$ cat src/rtl/pc_branch_unit.sv
// Program counter and branch resolution around the ALU: flag capture, BEQ/BNE/JMP
// through a branch-target table, and the start/run/done program handshake.
module pc_branch_unit #(
    parameter int PC_W       = 10,
    parameter int IDX_W      = 5,
    parameter int START_ADDR = 0,
    parameter int CNT_W      = 16
) (
    input  logic             clk,
    input  logic             reset,
    input  logic             start,
    output logic             done,
    output logic             run,
    input  logic             halt,
    input  logic             flag_we,
    input  logic             alu_equal,
    input  logic             alu_zero,
    input  logic             alu_sc,
    input  logic             br_eq,
    input  logic             br_ne,
    input  logic             jmp,
    input  logic [IDX_W-1:0] lut_idx,
    input  logic             tgt_we,
    input  logic [IDX_W-1:0] tgt_waddr,
    input  logic [PC_W-1:0]  tgt_wdata,
    output logic [PC_W-1:0]  pc,
    output logic             taken,
    output logic             eq_flag,
    output logic             zero_flag,
    output logic             carry_flag,
    output logic [CNT_W-1:0] cycle_cnt
);

    localparam int                LUT_N    = 2 ** IDX_W;
    localparam logic [PC_W-1:0]   START_PC = PC_W'(START_ADDR);
    localparam logic [CNT_W-1:0]  CNT_MAX  = '1;

    typedef enum logic [1:0] {
        S_IDLE,
        S_RUN,
        S_DONE
    } state_t;

    state_t          state, state_nx;
    logic [PC_W-1:0] pc_nx;
    logic [PC_W-1:0] lut [LUT_N];

    assign run  = (state == S_RUN);
    assign done = (state == S_DONE);

    // NOTE: every output of this block gets a default first, so no path leaves a latch.
    always_comb begin
        state_nx = state;
        pc_nx    = pc;
        taken    = 1'b0;
        unique case (state)
            S_IDLE: begin
                pc_nx = START_PC;
                if (start) state_nx = S_RUN;
            end
            S_RUN: begin
                if (halt) begin
                    state_nx = S_DONE;
                end else begin
                    // Branch decision uses the registered eq_flag only; no forwarding.
                    if (jmp)        taken = 1'b1;
                    else if (br_eq) taken = eq_flag;
                    else if (br_ne) taken = ~eq_flag;
                    pc_nx = taken ? lut[lut_idx] : pc + 1'b1;
                end
            end
            S_DONE: begin
                if (!start) begin
                    state_nx = S_IDLE;
                    pc_nx    = START_PC;
                end
            end
            default: begin
                state_nx = S_IDLE;
                pc_nx    = START_PC;
            end
        endcase
    end

    // NOTE: sequential state uses non-blocking assignments so every register samples pre-edge values.
    always_ff @(posedge clk) begin
        if (reset) begin
            state      <= S_IDLE;
            pc         <= START_PC;
            eq_flag    <= 1'b0;
            zero_flag  <= 1'b0;
            carry_flag <= 1'b0;
            cycle_cnt  <= '0;
        end else begin
            state <= state_nx;
            pc    <= pc_nx;
            if (state == S_IDLE && start) begin
                eq_flag    <= 1'b0;
                zero_flag  <= 1'b0;
                carry_flag <= 1'b0;
                cycle_cnt  <= '0;
            end else if (state == S_RUN) begin
                if (cycle_cnt != CNT_MAX) cycle_cnt <= cycle_cnt + 1'b1;
                if (flag_we) begin
                    eq_flag    <= alu_equal;
                    zero_flag  <= alu_zero;
                    carry_flag <= alu_sc;
                end
            end
        end
    end

    // NOTE: the target table is cleared by reset because a jump after reset must land on 0,
    // which rules out an uninitialised RAM macro here.
    always_ff @(posedge clk) begin
        if (reset) begin
            for (int i = 0; i < LUT_N; i++) lut[i] <= '0;
        end else if (state == S_IDLE && tgt_we) begin
            lut[tgt_waddr] <= tgt_wdata;
        end
    end

endmodule

$ cat config.mk
export PLATFORM = sky130hd
export DESIGN_NAME = pc_branch_unit
export DESIGN_NICKNAME = d
export VERILOG_FILES = /design/src/rtl/pc_branch_unit.sv
export SDC_FILE = /design/constraint.sdc
export NUM_CORES = 1
export LEC_CHECK = 0
export ABC_AREA = 1
export CORE_MARGIN = 4
export CORE_UTILIZATION = 30
export CTS_CLUSTER_SIZE = 28
export DETAILED_ROUTE_END_ITERATION = 16
export SETUP_SLACK_MARGIN = 0.02
export SYNTH_ARGS = -nofsm -noshare
export SYNTH_HDL_FRONTEND = slang
export SYNTH_SLANG_ARGS = --single-unit
$ cat constraint.sdc
create_clock -name clk -period 3.1 [get_ports clk]
set_input_delay 0.62 -clock clk [delete_from_list [all_inputs] [get_ports clk]]
set_output_delay 0.62 -clock clk [all_outputs]
set_load 0.005 [all_outputs]
==> results of run 1 <==
==> cells by family after synthesis <==
family | synth area share
XOR/XNOR | 0.00424
flip-flops | 0.619
AND/OR/NAND/NOR | 0.293
adder cells (fa/ha/maj) | 0.00151
buffers and inverters | 0.0598
AO/OA/AOI/OAI | 0.0223
==> placed cells by master, fill, tap and decap left out, types with 6 or more instances in the layout <==
cell type	count
buf_4	65
dfxtp_1	31
inv_1	53
edfxtp_1	320
nand3_1	252
buf_12	6
nand4_1	6
nor2_1	372
a21oi_1	26
clkbuf_16	41
o211ai_1	8
o21ai_0	20
o21ai_1	11
nor3_1	17
clkbuf_1	7
nand2_1	511
clkinv_1	7
clkdlybuf4s50_1	61
==> final cells by class <==
class	count	area, sq um	area share
Tap cell	696	871	0.0456
Inverter	58	220	0.0115
Multi-Input combinational cell	1250	5300	0.278
Sequential cell	351	10200	0.535
Timing Repair Buffer	133	1220	0.0640
Clock inverter	20	210	0.0110
Clock buffer	48	1050	0.0551
==> through the flow <==
| stage | utilization | setup slack [ns] | area (sq um) | hold WS [ns] |
|---|---|---|---|---|
| after floorplan | - | 1.16 | 16500 | 0.461 |
| after global placement | 0.330 | 0.376 | 17800 | 0.456 |
| after detailed placement | 0.330 | 0.435 | 17800 | 0.467 |
| after CTS | 0.353 | 0.395 | 19100 | 0.476 |
| after global routing | 0.353 | 0.278 | 19100 | 0.511 |
| final | 0.353 | 0.432 | 19100 | 0.472 |
==> state kept, by name, indices dropped and copies added (netlist names) <==
register	count
lut	320
eq_flag	1
carry_flag	1
zero_flag	1
pc	10
cycle_cnt	16
state	2
==> worst max-delay path by stage <==
| stage | slack [ns] | to | startpoint |
|---|---|---|---|
| after floorplan | 1.16 | lut[10][0] | reset |
| after CTS | 0.40 | taken | state[0] |
| after detailed placement | 0.43 | lut[16][5] | reset |
| after global placement | 0.38 | taken | br_eq |
| final | 0.43 | taken | state[0] |
| after global routing | 0.28 | taken | state[0] |
==> worst register-to-register path: stages, from the launching register on <==
cell      delay (ns)
dfxtp_1         0.47
ha_1            0.25
inv_1           0.07
nor2_1          0.17
nand3_1         0.17
o21ai_2         0.42
inv_2           0.22
nand2_1         0.17
o21bai_1        0.07
and3_1          0.14
==> power groups by stage <==
stage	Combinational [uW]	Sequential (uW)	Clock (uW)
final	866	5350	4610
after global placement	849	5450	0
after global routing	942	5370	4890
after CTS	863	5350	4690
after floorplan	539	5430	0
after detailed placement	860	5450	0
==> routing by layer <==
layer	up-vias	wire (um)
met5	-	24
met4	4	965
met3	76	3470
met2	462	21400
met1	6093	20100
li1	6018	-
==> reports/metrics.yaml, run 1 <==
timing:
  fin_crit_ns: 2.67
  setup_violations: 0
  clock_skew_ns: 0.0186
  tns_ns: 0
  hold_violations: 0
  fmax_mhz: 375
  worst-slew-pin-transition_ns: 0.590
  slew_headroom: 0.607
  rsz0062_at_grt: "no"
  post-route-period-util: 0.861
  maxSlewViolCount: 0
status:
  status: "completed"
finish:
  area_delta_synth_final_pct: 15.7
  num-fill-cells: 5393
  finalNonFillerCells: 2556
  drive_gt1_frac: 0.0763
  nets: 1868
  num_antenna_cells: 0
synthesis:
  synth_area_sq_um: 16500
  ys_seq_elements: 351
  yosysMostFrequentCell: "nand2_1"
  yosysWarnings: 0
  synth_top_area_cell: "edfxtp_1"
  synth_edf_count: 320
  synth.top_cell.area_share: 0.582
  yosys-top-cells-area: "edfxtp_1, nand2_1, nor2_1"
  synth_nets: 1830
  synth.top_cells.by_count: "nand2_1, nor2_1, edfxtp_1"
  synth-async-reset-ratio: 0
  synth_cell_type_count: 35
  synth_area_per_cell_sq_um: 9.20
  netlist_instances: 1796
  synth_ff_type: "edfxtp_1"
  ys_seq_area_frac: 0.619
pwr:
  pwr-share-comb: 0.080
  p_per_area_nw_per_um2: 567
  p_int_uw: 8290
  seqPwrFrac: 0.494
  peakVddDrop_mv: 0.297
  p_leak_uw: 0.00749
  power.total_uw: 10800
  p_switching_uw: 2550
  switching_share: 0.235
  power_frac_clock: 0.426
clock_tree:
  cts_hold_buf: 0
  cts_resized: 0
  numCtsBuffers: 40
  cts.sinks: 351
  postCtsSetupBuffers: 0
  cts_tree: "built"
  cts.reportedPaths.clkPinSlew_ns: 0.06
  htreeDepth: 2
  clock_path_buffers: 3
  cts_root_buf: "clkbuf_16"
  clk_latency_ns: 0.53
critical_path:
  r2r-start: "cycle_cnt[0]"
  cp-end-kind: "output pin"
  critical_path.startpoint_type: "flop"
  crit_chain: "inv_1 > nor2_2 > nand2_1 > nor2_1 > clkdlybuf4s50_1"
  path_buf_inv: 2
  arrival_ns: 2.05
  max_stage_delay_ns: 0.54
  crit_family: "buffers and inverters"
  cp.required_ns: 2.48
  setup.reg_to_reg.worst_slack_ns: 0.85
  r2r_cells: 9
  r2r-end: "cycle_cnt[8]"
  path_depth: 5
  cp_max_fo: 5
  path_class: "flop to output pin"
  slowest_stage: "clkdlybuf4s50_1"
global_route:
  grt.overflow.total: 0
  grt_pass1_wl_um: 71200
  grt.total_usage: 0.152
  grt_max_degree: 99
  first_global_vias: 12500
  grt_antenna_before_repair: 2
  use_met3: 0.0242
  top_usage_layer: "met2"
  met2_usage: 0.250
  grt.met1_usage: 0.213
hold_path:
  worstHoldStart: "zero_flag"
  min_to: "zero_flag"
  hp-class: "flop to flop"
  hold_depth: 2
route:
  drtIter0Drc: 1338
  drt_wl_total_um: 46000
  vias: 12700
  postRouteAntennaNets: 0
  drc: 0
  vias_per_cell: 4.95
  wl_per_cell_um: 18.0
  dr.pass1.iters: 5
place:
  dp_hpwl_um: 28500
  dp_cells: 2488
  gp_congestion: 0.892
  port_buffers: 63
die:
  core_area_sq_um: 54100
  dieWidth_um: 243
  start_util: 0.305
  dieArea_sq_um: 58900
  ios: 64
  rows: 85
  fp.dieH_um: 243
flow_run:
  cap_violations: 0
Note: power is estimated with default switching activity, not from simulation.
==> inputs of run 2 (changes only) <==
--- a/config.mk
+++ b/config.mk
@@ -6,10 +6,12 @@
 export NUM_CORES = 1
 export LEC_CHECK = 0
 export ABC_AREA = 1
+export CORE_ASPECT_RATIO = 0.6
 export CORE_MARGIN = 4
-export CORE_UTILIZATION = 30
+export CORE_UTILIZATION = 65
 export CTS_CLUSTER_SIZE = 28
 export DETAILED_ROUTE_END_ITERATION = 16
+export PLACE_DENSITY = 0.84
 export SETUP_SLACK_MARGIN = 0.02
 export SYNTH_ARGS = -nofsm -noshare
 export SYNTH_HDL_FRONTEND = slang
==> run 2 against run 1 <==
  * Sequential cell count unchanged
  * Worst hold slack better by 0.0018 ns
  * Die area is 52% lower
  * Utilization is 39 points higher
  * Critical path depth did not move
  * Sequential power about the same
  * Register-to-register slack improved by 0.20 ns
  * Critical path type unchanged
==> reports/metrics.yaml, run 2 (synthesis gave the netlist of run 1 again) <==
status:
  status: "completed"
critical_path:
  max_stage_delay_ns: 0.56
  path_buf_inv: 2
  cp_max_fo: 5
  cp.required_ns: 2.48
  path_class: "flop to output pin"
  setup.reg_to_reg.worst_slack_ns: 1.05
  cp-end-kind: "output pin"
  crit_family: "simple AND/OR/NAND/NOR gates"
  path_depth: 5
  r2r-start: "cycle_cnt[0]"
  r2r-end: "cycle_cnt[8]"
  arrival_ns: 2.22
  critPathCapture: "taken"
  critical_path.startpoint_type: "flop"
  slowest_stage: "clkdlybuf4s50_1"
  r2r_cells: 9
  crit_chain: "inv_1 > nor2_2 > nand2_1 > nor2_1 > clkdlybuf4s50_1"
  setup.worst_path.start: "state[0]"
global_route:
  first_global_vias: 12200
  grt_pass1_wl_um: 69300
  grt_max_degree: 97
  grt.overflow.total: 0
  grt.total_usage: 0.318
  grt_antenna_before_repair: 0
pwr:
  p_leak_uw: 0.00734
  p_per_area_nw_per_um2: 540
  power_frac_clock: 0.370
  peakVddDrop_mv: 0.480
  p_int_uw: 7510
  switching_share: 0.242
  pwr-share-comb: 0.089
  seqPwrFrac: 0.540
  p_switching_uw: 2400
finish:
  nets: 1858
  final_common_cell: "nand2_1"
  reg.largest.list: "lut (320), cycle_cnt (16), pc (10)"
  final_cell_mix: "nand2_1, nor2_1, edfxtp_1"
  area_delta_synth_final_pct: 10.9
  largest_register_ffs: 320
  largest_register: "lut"
  ff_latch_area_sq_um: 10200
  num-fill-cells: 1673
  multi_input_area_sq_um: 5300
  drive_gt1_frac: 0.0698
  num_antenna_cells: 0
timing:
  hold_violations: 0
  worst-slew-pin-transition_ns: 0.744
  slew_headroom: 0.504
  post-route-period-util: 0.916
  fin_ws_ns: 0.260
  fin_crit_ns: 2.84
  clock_skew_ns: 0.0222
  fmax_mhz: 352
  setup_violations: 0
  rsz0062_at_grt: "no"
  tns_ns: 0
  maxSlewViolCount: 0
clock_tree:
  numCtsBuffers: 31
  cts_resized: 0
  clk_latency_ns: 0.58
  clock_path_buffers: 3
  htreeDepth: 1
  postCtsSetupBuffers: 0
  cts_tree: "built"
  cts.sinks: 351
  cts_root_buf: "clkbuf_16"
  cts.reportedPaths.clkPinSlew_ns: 0.07
  cts_hold_buf: 0
hold_path:
  hp-class: "flop to flop"
die:
  fp.dieH_um: 131
  dieWidth_um: 214
  dieArea_sq_um: 28100
  start_util: 0.671
  core_area_sq_um: 24600
  ios: 64
  rows: 44
route:
  vias: 13400
  postRouteAntennaNets: 0
  drt_wl_total_um: 45400
  wl_per_cell_um: 20.9
  drtIter0Drc: 2383
  dr.pass1.iters: 8
  vias_per_cell: 6.17
  drc: 0
place:
  gp_congestion: 0.952
  port_buffers: 63
  dp_hpwl_um: 29000
  place_ws_ns: 0.379
flow_run:
  cap_violations: 0
==> run 2: cell types whose count changed in the layout (fill, tap and decap cells not counted) <==
cell	previous run	this run
clkbuf_16	41	31
inv_6	4	0
bufinv_16	4	1
clkbuf_1	7	10
buf_4	65	63
clkbuf_8	0	2
clkinv_1	7	5
clkinv_2	5	7
buf_12	6	7
clkinv_4	0	1
==> run 2: final cells by class <==
class	count	area share
flip-flops and latches	351	0.558
multi-input cells	1250	0.289
repair buffers	132	0.0671
clock buffers	43	0.0459
well taps	322	0.0220
inverters	58	0.0120
clock inverters	14	0.00526
==> run 2: worst register-to-register path, cell delays in order, from the launching register on <==
cell and delay, ns:
dfxtp_1 0.49, ha_1 0.26, inv_1 0.07, nor2_1 0.19, nand3_1 0.21, o21ai_2 0.21
inv_2 0.14, nand2_1 0.15, o21bai_1 0.08, and3_1 0.14
==> run 2: layer usage <==
metal  GRT usage  up-vias  wire length, um
met5           0        -                0
met4      0.0746        0             1140
met3      0.0974      111             7830
met2       0.446     1043            19100
met1       0.492     6247            17300
li1            -     5991                -
==> run 2: power by group through the flow <==
stage | clock [uW] | sequential (uW) | combinational, uW
finish | 3670 | 5350 | 885
detailed placement | 0 | 5450 | 848
CTS | 3670 | 5350 | 853
global placement | 0 | 5450 | 822
floorplan | 0 | 5430 | 539
global route | 3860 | 5360 | 942
==> run 2: worst min-delay path by stage <==
stage / from / to / slack (ns) / cells past startpoint
floorplan: carry_flag / carry_flag / 0.46 / 2
global placement: carry_flag / carry_flag / 0.46 / 2
detailed placement: zero_flag / zero_flag / 0.46 / 2
CTS: zero_flag / zero_flag / 0.47 / 2
global route: zero_flag / zero_flag / 0.48 / 2
finish: zero_flag / zero_flag / 0.47 / 2
==> run 2: stage by stage <==
stage | utilization | instance area (sq um) | hold WS [ns] | power, uW | cells
after global routing | 0.745 | 18300 | 0.479 | 10200 | 2170
after CTS | 0.745 | 18300 | 0.473 | 9880 | 2170
final | 0.745 | 18300 | 0.474 | 9900 | 2170
after detailed placement | 0.706 | 17400 | 0.464 | 6300 | 2113
after global placement | 0.706 | 17400 | 0.455 | 6270 | 2113
after floorplan | - | 16500 | 0.461 | 5970 | 1796
==> inputs of run 3 (changes only) <==
--- a/config.mk
+++ b/config.mk
@@ -5,7 +5,7 @@
 export SDC_FILE = /design/constraint.sdc
 export NUM_CORES = 1
 export LEC_CHECK = 0
-export ABC_AREA = 1
+export CAP_MARGIN = 20
 export CORE_ASPECT_RATIO = 0.6
 export CORE_MARGIN = 4
 export CORE_UTILIZATION = 65
==> run 3 against run 2 <==
  * Cell count decreased by 26%
  * Worst hold slack got worse by 0.0030 ns
  * Sequential cell count unchanged
  * Non-clock buffer count increased by 33
  * Largest cell class unchanged
  * Synthesized area decreased by 1.0%
  * Combinational power decreased by 5.4%
  * Synthesized cell count decreased by 37%
  * Clock skew decreased by 0.0091 ns
  * Sequential share of layout area decreased by 1.6 points
  * Register-to-register slack got worse by 0.37 ns
  * Setup slack got worse by 0.14 ns
==> reports/metrics.yaml, run 3 <==
finish:
  largest_register: "lut"
  drive_gt1_frac: 0.193
  num-fill-cells: 1398
  largest_register_ffs: 320
  area_delta_synth_final_pct: 15.3
  final_cell_mix: "and2_1, edfxtp_1, buf_4"
  reg.largest.list: "lut (320), cycle_cnt (16), pc (10)"
  num_antenna_cells: 0
  nets: 1289
  final_common_cell: "and2_1"
  final_area_sq_um: 18900
critical_path:
  slowest_stage: "clkdlybuf4s50_1"
  max_stage_delay_ns: 0.54
  setup.reg_to_reg.worst_slack_ns: 0.68
  cp-end-kind: "output pin"
  crit_family: "buffers and inverters"
  arrival_ns: 2.36
  cpMostUsedCell: "clkdlybuf4s50_1"
  cp_max_fo: 4
  crit_chain: "clkdlybuf4s50_1 > or3b_2 > a211oi_2 > clkdlybuf4s50_1"
  path_class: "input port to output pin"
  critical_path.startpoint_type: "input port"
  path_buf_inv: 2
  cp.required_ns: 2.48
pwr:
  peakVddDrop_mv: 0.451
  p_per_area_nw_per_um2: 528
  p_leak_uw: 0.00693
  power_frac_clock: 0.375
  p_int_uw: 7710
  p_switching_uw: 2240
  pwr-share-comb: 0.084
  switching_share: 0.225
  seqPwrFrac: 0.541
place:
  gp_congestion: 0.861
  port_buffers: 63
  dpl_cell_area_sq_um: 17900
  dp_hpwl_um: 27100
die:
  dieArea_sq_um: 27800
  fp.dieH_um: 131
  ios: 64
  dieWidth_um: 213
  start_util: 0.669
  core_area_sq_um: 24400
  rows: 44
global_route:
  grt.overflow.total: 0
  first_global_vias: 9929
  grt_max_degree: 46
  grt_antenna_before_repair: 2
  grt_pass1_wl_um: 61700
  grt.total_usage: 0.302
clock_tree:
  cts.sinks: 351
  cts_tree: "built"
  clk_latency_ns: 0.57
  clock_path_buffers: 3
  cts_root_buf: "clkbuf_16"
  numCtsBuffers: 31
  cts.reportedPaths.clkPinSlew_ns: 0.06
  htreeDepth: 1
  cts_hold_buf: 0
flow_run:
  cap_violations: 0
synthesis:
  synth_ff_type: "edfxtp_1"
  synth.top_cells.by_count: "and2_1, edfxtp_1, mux4_2"
  synth_top_area_cell: "edfxtp_1"
  yosysWarnings: 0
  synth.top_cell.area_share: 0.588
  ys_seq_area_frac: 0.626
  synth_area_sq_um: 16400
  synth_cell_type_count: 56
  yosysMostFrequentCell: "and2_1"
  yosys-top-cells-area: "edfxtp_1, and2_1, mux4_2"
  netlist_instances: 1128
  synth_edf_count: 320
  ys_seq_elements: 351
  synth-async-reset-ratio: 0
  synth_nets: 1162
  synth_area_per_cell_sq_um: 14.5
status:
  status: "completed"
route:
  drtIter0Drc: 1521
  vias: 10300
  vias_per_cell: 6.46
  dr.pass1.iters: 5
  drt_wl_total_um: 40800
  postRouteAntennaNets: 0
  wl_per_cell_um: 25.5
  drc: 0
hold_path:
  hp-class: "flop to flop"
timing:
  setup_violations: 0
  tns_ns: 0
  worst-slew-pin-transition_ns: 0.629
  maxSlewViolCount: 0
  slew_headroom: 0.579
  fin_crit_ns: 2.98
  clock_skew_ns: 0.0131
  rsz0062_at_grt: "no"
  fmax_mhz: 336
  hold_violations: 0
  post-route-period-util: 0.960
==> run 3: changes by cell type after synthesis, moves of 46 or more <==
cell and change:
nand2_1 -480, and2_1 +323, nor2_1 -323, nand3_1 -235, mux4_2 +80, inv_1 -46
==> run 3: cell type report <==
type	count	area, sq um	area share
Tap cell	322	403	0.0214
Timing Repair Buffer	165	1490	0.0788
Multi-Input combinational cell	697	5750	0.305
Clock inverter	13	86.3	0.00458
Sequential cell	351	10200	0.542
Inverter	9	33.8	0.00179
Clock buffer	44	875	0.0464
==> run 3: logic make-up after synthesis <==
logic type | Yosys count | synth area share
adder cells (fa/ha/maj) | 2 | 0.00153
AND/OR/NAND/NOR | 482 | 0.174
flip-flops | 351 | 0.626
buffers and inverters | 80 | 0.0233
XOR/XNOR | 13 | 0.00696
multiplexers | 107 | 0.133
AO/OA/AOI/OAI | 93 | 0.0357
==> run 3: power groups by stage <==
stage / registers (uW) / clock network, uW / logic, uW
after global placement: 5470 / 0 / 797
after floorplan: 5460 / 0 / 461
after global routing: 5400 / 3960 / 878
after detailed placement: 5480 / 0 / 813
final: 5380 / 3730 / 837
after CTS: 5390 / 3740 / 821
==> run 3: worst paths after layout <==
check | from | end | depth (start not counted)
hold reg to reg | carry_flag | carry_flag | 2
setup / recovery | br_ne | taken | 4
setup reg to reg | state[1] | lut[9][2] | 6
hold / removal | carry_flag | carry_flag | 2
==> run 3: worst register-to-register path, cell delays in order (launching register included) <==
cell     delay [ns]
dfxtp_1        0.39
or4b_4         0.63
nor2_1         0.11
nand2_1        0.28
buf_4          0.28
o21ai_0        0.19
buf_4          0.24
==> run 3: timing repair <==
item                                    4_1_cts  5_1_grt
endpoints found under the setup margin        0        1
setup buffers                                 0        0
resized for setup                             0        1
==> run 3: per-layer routing <==
layer  up-vias  global-route usage  wire length [um]
met2       650               0.431             17400
met1      5157               0.458             16600
li1       4447                   -                 -
met4         2              0.0719              1000
met3        93               0.102              5740
met5         -                   0                 9
==> run 3: stage by stage <==
stage | worst slack (ns) | util | hold WS [ns] | power, uW | std cells
2_1_floorplan | 0.193 | - | 0.453 | 5920 | 1128
3_3_place_gp | 0.0942 | 0.732 | 0.445 | 6270 | 1544
3_5_place_dp | 0.0509 | 0.732 | 0.459 | 6300 | 1544
4_1_cts | 0.0304 | 0.771 | 0.471 | 9950 | 1601
5_1_grt | 0.0412 | 0.772 | 0.505 | 10200 | 1601
6_report | 0.124 | 0.772 | 0.471 | 9950 | 1601
